**src/rtl/core_pkg.sv**
```systemverilog
// Shared types and constants for the core's pipeline control logic.
package core_pkg;

  localparam int unsigned REG_W    = 5;
  localparam int unsigned ZERO_REG = 0;

  typedef enum logic [1:0] {
    RUN     = 2'd0,
    FLUSH   = 2'd1,
    RX_WAIT = 2'd2,
    TX_WAIT = 2'd3
  } ctrl_state_t;

endpackage

```
**src/rtl/hazard_sat_counter.sv**
```systemverilog
// Saturating up-counter used for pipeline performance statistics.
module hazard_sat_counter #(
  parameter int unsigned CNT_W = 32
) (
  input  logic             CLK,
  input  logic             reset,
  input  logic             i_inc,
  output logic [CNT_W-1:0] o_count
);

  logic [CNT_W-1:0] r_count;

  // Holds at all-ones instead of wrapping.
  always_ff @(posedge CLK) begin
    if (reset) begin
      r_count <= '0;
    end else if (i_inc && (r_count != '1)) begin
      r_count <= r_count + CNT_W'(1);
    end
  end

  assign o_count = r_count;

endmodule

```
**src/rtl/pipeline_hazard_ctrl.sv**
```systemverilog
// Stall/flush sequencer for the 5-stage core: load-use stalls, taken-branch
// flushes and blocking UART accesses in EX. Control only, no datapath.
module pipeline_hazard_ctrl
  import core_pkg::*;
#(
  parameter int unsigned REG_W       = core_pkg::REG_W,
  parameter int unsigned FLUSH_DEPTH = 2,
  parameter int unsigned CNT_W       = 32
) (
  input  logic             CLK,
  input  logic             reset,
  input  logic             id_valid,
  input  logic [REG_W-1:0] id_rs,
  input  logic [REG_W-1:0] id_rt,
  input  logic             id_uses_rs,
  input  logic             id_uses_rt,
  input  logic             ex_valid,
  input  logic             ex_MemRead,
  input  logic [REG_W-1:0] ex_dst,
  input  logic             ex_UARTtoReg,
  input  logic             ex_RegtoUART,
  input  logic             branch_taken,
  input  logic             uart_rx_valid,
  input  logic             uart_tx_ready,
  output logic             pc_enable,
  output logic             inst_enable,
  output logic             distinct,
  output logic             ex_bubble,
  output logic             ex_hold,
  output logic             uart_rx_ack,
  output logic             uart_tx_we,
  output logic [CNT_W-1:0] stall_cycles,
  output logic [CNT_W-1:0] flush_count
);

  localparam int unsigned FC_W = (FLUSH_DEPTH > 1) ? $clog2(FLUSH_DEPTH) : 1;

  ctrl_state_t     r_state;
  ctrl_state_t     w_state_nxt;
  logic [FC_W-1:0] r_flush_cnt;
  logic [FC_W-1:0] w_flush_cnt_nxt;
  logic            w_load_use;
  logic            w_rx_req;
  logic            w_tx_req;
  logic            w_flush_inc;
  logic            w_stall_inc;

  // Load-use: EX load writes a register that ID is about to read.
  always_comb begin
    w_load_use = 1'b0;
    if (id_valid && ex_valid && ex_MemRead && (ex_dst != REG_W'(ZERO_REG))) begin
      w_load_use = (id_uses_rs && (id_rs == ex_dst)) ||
                   (id_uses_rt && (id_rt == ex_dst));
    end
  end

  assign w_rx_req = ex_valid && ex_UARTtoReg;
  assign w_tx_req = ex_valid && ex_RegtoUART && !ex_UARTtoReg;

  always_ff @(posedge CLK) begin
    if (reset) begin
      r_state     <= RUN;
      r_flush_cnt <= '0;
    end else begin
      r_state     <= w_state_nxt;
      r_flush_cnt <= w_flush_cnt_nxt;
    end
  end

  always_comb begin
    pc_enable       = 1'b1;
    inst_enable     = 1'b1;
    distinct        = 1'b1;
    ex_bubble       = 1'b0;
    ex_hold         = 1'b0;
    uart_rx_ack     = 1'b0;
    uart_tx_we      = 1'b0;
    w_flush_inc     = 1'b0;
    w_state_nxt     = r_state;
    w_flush_cnt_nxt = r_flush_cnt;

    if (reset) begin
      pc_enable       = 1'b0;
      inst_enable     = 1'b0;
      distinct        = 1'b0;
      ex_bubble       = 1'b1;
      w_state_nxt     = RUN;
      w_flush_cnt_nxt = '0;
    end else begin
      unique case (r_state)
        RUN: begin
          if (w_rx_req && !uart_rx_valid) begin
            pc_enable   = 1'b0;
            inst_enable = 1'b0;
            ex_hold     = 1'b1;
            w_state_nxt = RX_WAIT;
          end else if (w_tx_req && !uart_tx_ready) begin
            pc_enable   = 1'b0;
            inst_enable = 1'b0;
            ex_hold     = 1'b1;
            w_state_nxt = TX_WAIT;
          end else begin
            uart_rx_ack = w_rx_req;
            uart_tx_we  = w_tx_req;
            if (ex_valid && branch_taken) begin
              distinct    = 1'b0;
              ex_bubble   = 1'b1;
              w_flush_inc = 1'b1;
              if (FLUSH_DEPTH > 1) begin
                w_state_nxt     = FLUSH;
                w_flush_cnt_nxt = FC_W'(FLUSH_DEPTH - 1);
              end
            end else if (w_load_use) begin
              // One cycle suffices: the bubble entering EX clears the match.
              pc_enable   = 1'b0;
              inst_enable = 1'b0;
              ex_bubble   = 1'b1;
            end
          end
        end
        FLUSH: begin
          distinct        = 1'b0;
          ex_bubble       = 1'b1;
          w_flush_cnt_nxt = r_flush_cnt - FC_W'(1);
          if (r_flush_cnt <= FC_W'(1)) begin
            w_state_nxt = RUN;
          end
        end
        RX_WAIT: begin
          if (uart_rx_valid) begin
            uart_rx_ack = 1'b1;
            w_state_nxt = RUN;
          end else begin
            pc_enable   = 1'b0;
            inst_enable = 1'b0;
            ex_hold     = 1'b1;
          end
        end
        TX_WAIT: begin
          if (uart_tx_ready) begin
            uart_tx_we  = 1'b1;
            w_state_nxt = RUN;
          end else begin
            pc_enable   = 1'b0;
            inst_enable = 1'b0;
            ex_hold     = 1'b1;
          end
        end
        default: w_state_nxt = RUN;
      endcase
    end
  end

  assign w_stall_inc = !reset && !pc_enable;

  hazard_sat_counter #(.CNT_W(CNT_W)) u_stall_cnt (
    .CLK     (CLK),
    .reset   (reset),
    .i_inc   (w_stall_inc),
    .o_count (stall_cycles)
  );

  hazard_sat_counter #(.CNT_W(CNT_W)) u_flush_cnt (
    .CLK     (CLK),
    .reset   (reset),
    .i_inc   (w_flush_inc),
    .o_count (flush_count)
  );

endmodule

```
**config.mk**
```make
export PLATFORM = sky130hd
export DESIGN_NAME = pipeline_hazard_ctrl
export DESIGN_NICKNAME = d
export VERILOG_FILES = /design/src/rtl/core_pkg.sv /design/src/rtl/hazard_sat_counter.sv /design/src/rtl/pipeline_hazard_ctrl.sv
export SDC_FILE = /design/constraint.sdc
export NUM_CORES = 1
export LEC_CHECK = 0
export CAP_MARGIN = 20
export CORE_ASPECT_RATIO = 0.6
export CORE_MARGIN = 3
export CORE_UTILIZATION = 40
export CTS_CLUSTER_DIAMETER = 120
export CTS_CLUSTER_SIZE = 28
export DETAILED_ROUTE_END_ITERATION = 16
export PLACE_DENSITY = 0.72
export SLEW_MARGIN = 10
export SYNTH_ARGS = -nofsm -noshare
export SYNTH_HDL_FRONTEND = slang
export SYNTH_HIERARCHICAL = 1
export SYNTH_SLANG_ARGS = --single-unit
```
**constraint.sdc**
```tcl
create_clock -name CLK -period 4.2 [get_ports CLK]
set_input_delay 0.84 -clock CLK [delete_from_list [all_inputs] [get_ports CLK]]
set_output_delay 0.84 -clock CLK [all_outputs]
set_load 0.005 [all_outputs]
```
==> flow_metrics.tcl, run 1 <==
set metrics [dict create \
    run_status "complete, no violations" \
    setup-tns-final_ps 0 \
    drv_cap 0 \
    worstPathRequired_ps 3360 \
    async_flop_share_pct 0 \
    post_cts_resize_count 0 \
    io_buffers 97 \
    avgViaCountPerCell 5.96 \
    clock_sinks 66 \
    grt_max_degree 36 \
    mappedNetlistNets 500 \
    maxSlewHeadroom_pct 42.8 \
    worstPathArrival_ps 3000 \
    final_standard_cell_utilization_of_the_core_pct 56.7 \
    cts-buffers-inserted 9 \
    core-area_um2 9290 \
    worst_skew_pair.late_latency_ps 330 \
    power_frac_comb_pct 11.5 \
    swShare_pct 23.8 \
    power_per_cell_area_nw_per_um2 282 \
    num-nets-final 597 \
    finalHoldViolations 0 \
    floorplan.die.width_um 133 \
    floorplan.initialDensity_pct 41.6 \
    worst_setup_hold_path_clk_slew_ps 50 \
    synth_top_area_share_pct 34.2 \
    crit_share_post_route_pct 91.5 \
    dieArea_um2 10900 \
    holdCritStartpoint "u_stall_cnt/o_count[15]" \
    gr-total-overflow 0 \
    leakage_nw 1.61 \
    finalWorstPathRequiredPeriod_ps 3840 \
    vdd.ir_drop.worst_uv 174 \
    number_of_buffers_on_the_longest_clock_path 2 \
    synth_sequential_area_ratio_pct 34.2 \
    ctsHoldBuffers 0 \
    cts_max_level 3 \
    synth_area_leaders "dfxtp_1, a21oi_1, o31ai_1, or4_1, or3_1" \
    clockRootBuffer "clkbuf_16" \
    critical_path_peak_fanout 3 \
    p_int_mw 1.13 \
    p_seq_share_pct 43.2 \
    endpoint_kind "output port" \
    yosys.area.top_type "dfxtp_1" \
    synthToLayoutAreaGrowth_pct 36.3 \
    detailed_place.area_um2 5000 \
    via_count 4162 \
    worst_slew_pin_slew_ps 851 \
    clockPowerShare_pct 45.4 \
    critical_path_class "in2out" \
    drt_iter0_markers 440 \
    route.final.wire_length_um 12000 \
    die_height_um 82.1 \
    beginning_of_the_worst_register_to_register_path "r_state[0]" \
    grtUsageTotal_pct 21.3 \
    p_sw_mw 0.354 \
    netlist-cell-type-count 55 \
    remaining_drc_errors 0 \
    yosys-top-cells-count "dfxtp_1, a21oi_1, nor2_1" \
    ios 98 \
    worst_hold_path_type "reg2reg" \
    critical_path.startpoint "ex_dst[1]" \
    place_congestion 0.914 \
    placement_rows 27 \
    detail_route.wl_per_cell_um 17.1 \
    fin_skew_ps 8.74 \
    route.antenna.remaining_nets 0 \
    post_synthesis_cells 466 \
    antenna_cells 0 \
    detailed_place_hpwl_um 8920 \
    critPathLaunchType "primary input" \
    ys_dominant_reg_cell "dfxtp_1" \
    detail_route.first_pass.iterations 5 \
    final_cell_area_um2 5270 \
    yosys_warnings 6 \
    tritoncts_clock_tree "built" \
    grt_pass1_vias 3661 \
    rsz0062_at_grt "no" \
    grt_first_pass_wirelength_um 18900 \
    setup_viol_count_final 0 \
    synth_edf_count 0 \
    avgSynthCellArea_um2 8.29 \
    max_freq_ghz 0.260 \
    synth-seq-cells 66 \
    synth_most_common_cell "dfxtp_1" \
    report.final.slew_viol_count 0 \
    layout_cells_sized_above_1_pct 8.45 \
    grt_antenna_before_repair 0 \
    cts_setup_buffers 0 \
    netlist_area_um2 3860 \
]
worst max-delay path, cell delays in order:
cell	delay, ps
clkdlybuf4s50_1	470
or4_1	590
o2111ai_1	300
or3_1	150
o21ba_2	150
clkdlybuf4s50_1	510
kinds of logic (layout without fill, tap and decap cells):
kind of cell               Yosys count  in the layout  synth area share (%)
muxes                                6              6                  1.68
AOI/OAI and AO/OA                  114            114                  19.3
buffers and inverters               34            136                  3.69
and+or+nand+nor                    215            215                  33.4
adders and majority gates            7              7                  2.27
xor gates and xnor gates            24             24                  5.44
DFF                                 66             66                  34.2
power by group through the flow:
stage / Clock, mW / Sequential (mW) / Combinational [mW]
5_1_grt: 0.715 / 0.643 / 0.187
3_3_place_gp: 0 / 0.655 / 0.164
6_report: 0.675 / 0.642 / 0.170
4_1_cts: 0.687 / 0.642 / 0.170
2_1_floorplan: 0 / 0.653 / 0.0916
3_5_place_dp: 0 / 0.655 / 0.169
through the flow:
stage	power (mW)	instances	hold WS [ps]	setup slack, ps
2_1_floorplan	0.744	466	481	589
3_3_place_gp	0.819	682	482	217
3_5_place_dp	0.824	682	496	138
4_1_cts	1.50	698	503	346
5_1_grt	1.55	698	538	261
6_report	1.49	698	502	355
cell type report:
type	count	area (µm²)
Clock buffer	13	250
Clock inverter	3	15.0
Fill cell	845	4020
Inverter	9	33.8
Multi-Input combinational cell	366	2410
Sequential cell	66	1320
Tap cell	130	163
Timing Repair Buffer	111	1070
layer usage:
metal / up-vias / routed length (µm) / global-route usage (%)
met5: - / 0 / 0
li1: 1996 / - / -
met3: 16 / 1050 / 5.02
met1: 1960 / 5830 / 31.2
met2: 190 / 4940 / 31.0
met4: 0 / 136 / 6.33
registers in the layout, summed over array words and instances (netlist names):
| signal | count |
|---|---|
| r_state | 2 |
| u_flush_cnt/o_count | 32 |
| u_stall_cnt/o_count | 32 |
path summary, 6_finish.rpt:
path | end | slack, ps | depth (start not counted)
setup / recovery | inst_enable | 360 | 6
setup reg to reg | u_stall_cnt/o_count[29] | 830 | 12
hold / removal | u_stall_cnt/o_count[15] | 500 | 2
hold reg to reg | u_stall_cnt/o_count[15] | 500 | 2
cell usage in the layout, fill, tap and decap left out, types with 9 or more instances in the layout:
master            n
nor2_1           29
xnor2_1          14
o21ai_0          17
inv_1             9
a21oi_1          47
or4_1            26
o31ai_1          26
nand2_1          24
dfxtp_1          66
nor3_1            9
clkdlybuf4s50_1  96
or3_1            22
clkbuf_16         9
buf_4            14
xor2_1           10
nand4_1          20
nand3_1          27
No activity file was read; power rests on OpenSTA's default activity.
==> run 2, diff against run 1 <==
- ABC_AREA: default -> 1
- PLACE_DENSITY: 0.72 -> 0.7
- SYNTH_HIERARCHICAL: 1 -> default
==> run 2 against run 1 <==
Sequential share of layout area down 3.2 points; cell count up 43%; clock-buffer cell count down 4; cell area up 14%; highest routed layer unchanged; critical path type unchanged; global-route usage up 1.5 points; first-iteration DRC count up 24%.
==> flow_metrics.tcl, run 2 <==
set metrics [dict create \
    detail_route.wl_per_cell_um 15.0 \
    synth_most_common_cell "nand2_1" \
    post_synthesis_cells 755 \
    synth-seq-cells 66 \
    report.final.slew_viol_count 0 \
    detailed_place_hpwl_um 11500 \
    yosys.area.top_type "dfxtp_1" \
    synth_top_area_share_pct 28.1 \
    setup_viol_count_final 0 \
    placement_rows 29 \
    netlist-cell-type-count 39 \
    synth_area_leaders "dfxtp_1, nand2_1, nor2_1, a21oi_1, nand4_1" \
    synth_edf_count 0 \
    power_per_cell_area_nw_per_um2 317 \
    worst_setup_hold_path_clk_slew_ps 50 \
    die_height_um 90.0 \
    fin_worst_hold_slack_ps 506 \
    ctsHoldBuffers 0 \
    place_congestion 0.974 \
    drv_cap 0 \
    number_of_buffers_on_the_longest_clock_path 2 \
    mostFrequentLayoutCell "nand2_1" \
    power_mw 1.91 \
    ys_dominant_reg_cell "dfxtp_1" \
    cts_max_level 3 \
    route.antenna.remaining_nets 0 \
    grtUsageTotal_pct 22.8 \
    critPathLaunchType "primary input" \
    final_standard_cell_utilization_of_the_core_pct 54.8 \
    worstPathArrival_ps 2740 \
    critical_path_peak_fanout 5 \
    tritoncts_clock_tree "built" \
    grt_antenna_before_repair 0 \
    core-area_um2 11000 \
    mappedNetlistNets 788 \
    floorplan.initialDensity_pct 42.8 \
    synth_sequential_area_ratio_pct 28.1 \
    dieArea_um2 13100 \
    detail_route.first_pass.iterations 5 \
    holdCritStartpoint "u_flush_cnt.o_count[31]" \
    hold_depth 2 \
    busiest_layer "met1" \
    io_buffers 97 \
    antenna_cells 0 \
    crit_share_post_route_pct 85.3 \
    worst_hold_path_type "reg2reg" \
    met2_capacity_usage_during_global_routing_pct 29.3 \
    maxSlewHeadroom_pct 56.6 \
    num-nets-final 873 \
    run_status "complete, no violations" \
    drt_iter0_markers 546 \
    gr-total-overflow 0 \
    async_flop_share_pct 0 \
    yosys-top-cells-count "nand2_1, nor2_1, dfxtp_1, inv_1, a21oi_1" \
    pre_cts_worst_setup_slack_ps 613 \
    clockRootBuffer "clkbuf_16" \
    worst_slack_ps 616 \
    vdd.ir_drop.worst_uv 210 \
    yosys_warnings 0 \
    netlist_area_um2 4700 \
    grt_max_degree 49 \
    via_count 5227 \
    remaining_drc_errors 0 \
    worst_skew_pair.late_latency_ps 330 \
    beginning_of_the_worst_register_to_register_path "u_stall_cnt.o_count[0]" \
    fin_skew_ps 11.1 \
    worstPathRequired_ps 3360 \
    clock_sinks 66 \
    floorplan.die.width_um 146 \
    endpoint_kind "output port" \
    finalWorstPathRequiredPeriod_ps 3580 \
    avgSynthCellArea_um2 6.23 \
    cts-buffers-inserted 9 \
    highest_count_cells_in_the_layout_ignoring_fill_and_taps "nand2_1, clkdlybuf4s50_1, nor2_1" \
    grt_first_pass_wirelength_um 24800 \
    critical_path_class "in2out" \
    post_cts_resize_count 0 \
    synthToLayoutAreaGrowth_pct 28.1 \
    grt_pass1_vias 4627 \
    rsz0062_at_grt "no" \
    gr-usage-met3_pct 8.89 \
    worst_slew_pin_slew_ps 647 \
    ios 98 \
    setup-tns-final_ps 0 \
    critical_path.startpoint "ex_valid" \
    max_freq_ghz 0.279 \
    avgViaCountPerCell 5.23 \
    leakage_nw 2.19 \
    global_routing_usage_on_met1_pct 35.6 \
    finalHoldViolations 0 \
    layout_cells_sized_above_1_pct 6.63 \
    route.final.wire_length_um 15000 \
    cts_setup_buffers 0 \
    timing.reg2reg.worst_path_depth 9 \
]
run 2: cell types whose count changed in the layout (fill, tap and decap cells not counted), sizes merged, moves of 15 or more:
| cell | delta |
|---|---|
| a21oi | +16 |
| inv | +63 |
| nand2 | +243 |
| nand4 | +24 |
| nor2 | +64 |
| nor3 | +19 |
| o31ai | -26 |
| or3 | -24 |
| or4 | -26 |
| xor2 | +15 |
run 2: final cells by class:
type / instances / area, µm²
Inverter: 73 / 274
Tap cell: 155 / 194
Fill cell: 1082 / 4970
Clock inverter: 7 / 93.8
Clock buffer: 9 / 225
Multi-Input combinational cell: 589 / 2920
Sequential cell: 66 / 1320
Timing Repair Buffer: 101 / 996
run 2: kinds of logic (layout without fill, tap and decap cells):
logic type | Yosys count | after routing | synth area share [%]
AO/OA/AOI/OAI | 81 | 81 | 9.42
flip-flops | 66 | 66 | 28.1
XOR/XNOR | 36 | 36 | 6.70
AND/OR/NAND/NOR | 466 | 466 | 44.4
buffers and inverters | 100 | 190 | 9.81
adder cells (fa/ha/maj) | 6 | 6 | 1.60
run 2: worst paths after layout:
path / slack (ps) / endpoint
min reg2reg: 510 / u_flush_cnt.o_count[31]
max: 620 / pc_enable
max reg2reg: 1500 / u_stall_cnt.o_count[31]
min: 510 / u_flush_cnt.o_count[31]
run 2: where the power goes:
group / total (mW) / internal (mW) / leakage [nW] / switching, mW
clock network: 0.811 / 0.518 / 0.151 / 0.293
logic: 0.437 / 0.150 / 1.50 / 0.287
registers: 0.661 / 0.641 / 0.532 / 0.0198
run 2: per-layer routing:
metal | routed length (µm) | vias up
met1 | 7410 | 2343
met5 | 0 | -
met3 | 2080 | 7
li1 | - | 2612
met4 | 49 | 0
met2 | 5490 | 265
run 2: worst max-delay path, cell delays in order:
cell and delay, ps:
clkdlybuf4s50_1 570, nand2_1 70, nor2_1 140, nand2_1 110
nand2_2 100, inv_2 70, nand2_4 80, nand2_2 80
a21oi_4 130, nor2_1 70, clkdlybuf4s50_1 490
run 2: stage by stage:
stage	instances	cell area (µm²)
after floorplan	755	4700
after global placement	984	5710
after detailed placement	984	5710
after CTS	1000	6030
after global routing	1000	6030
final	1000	6030
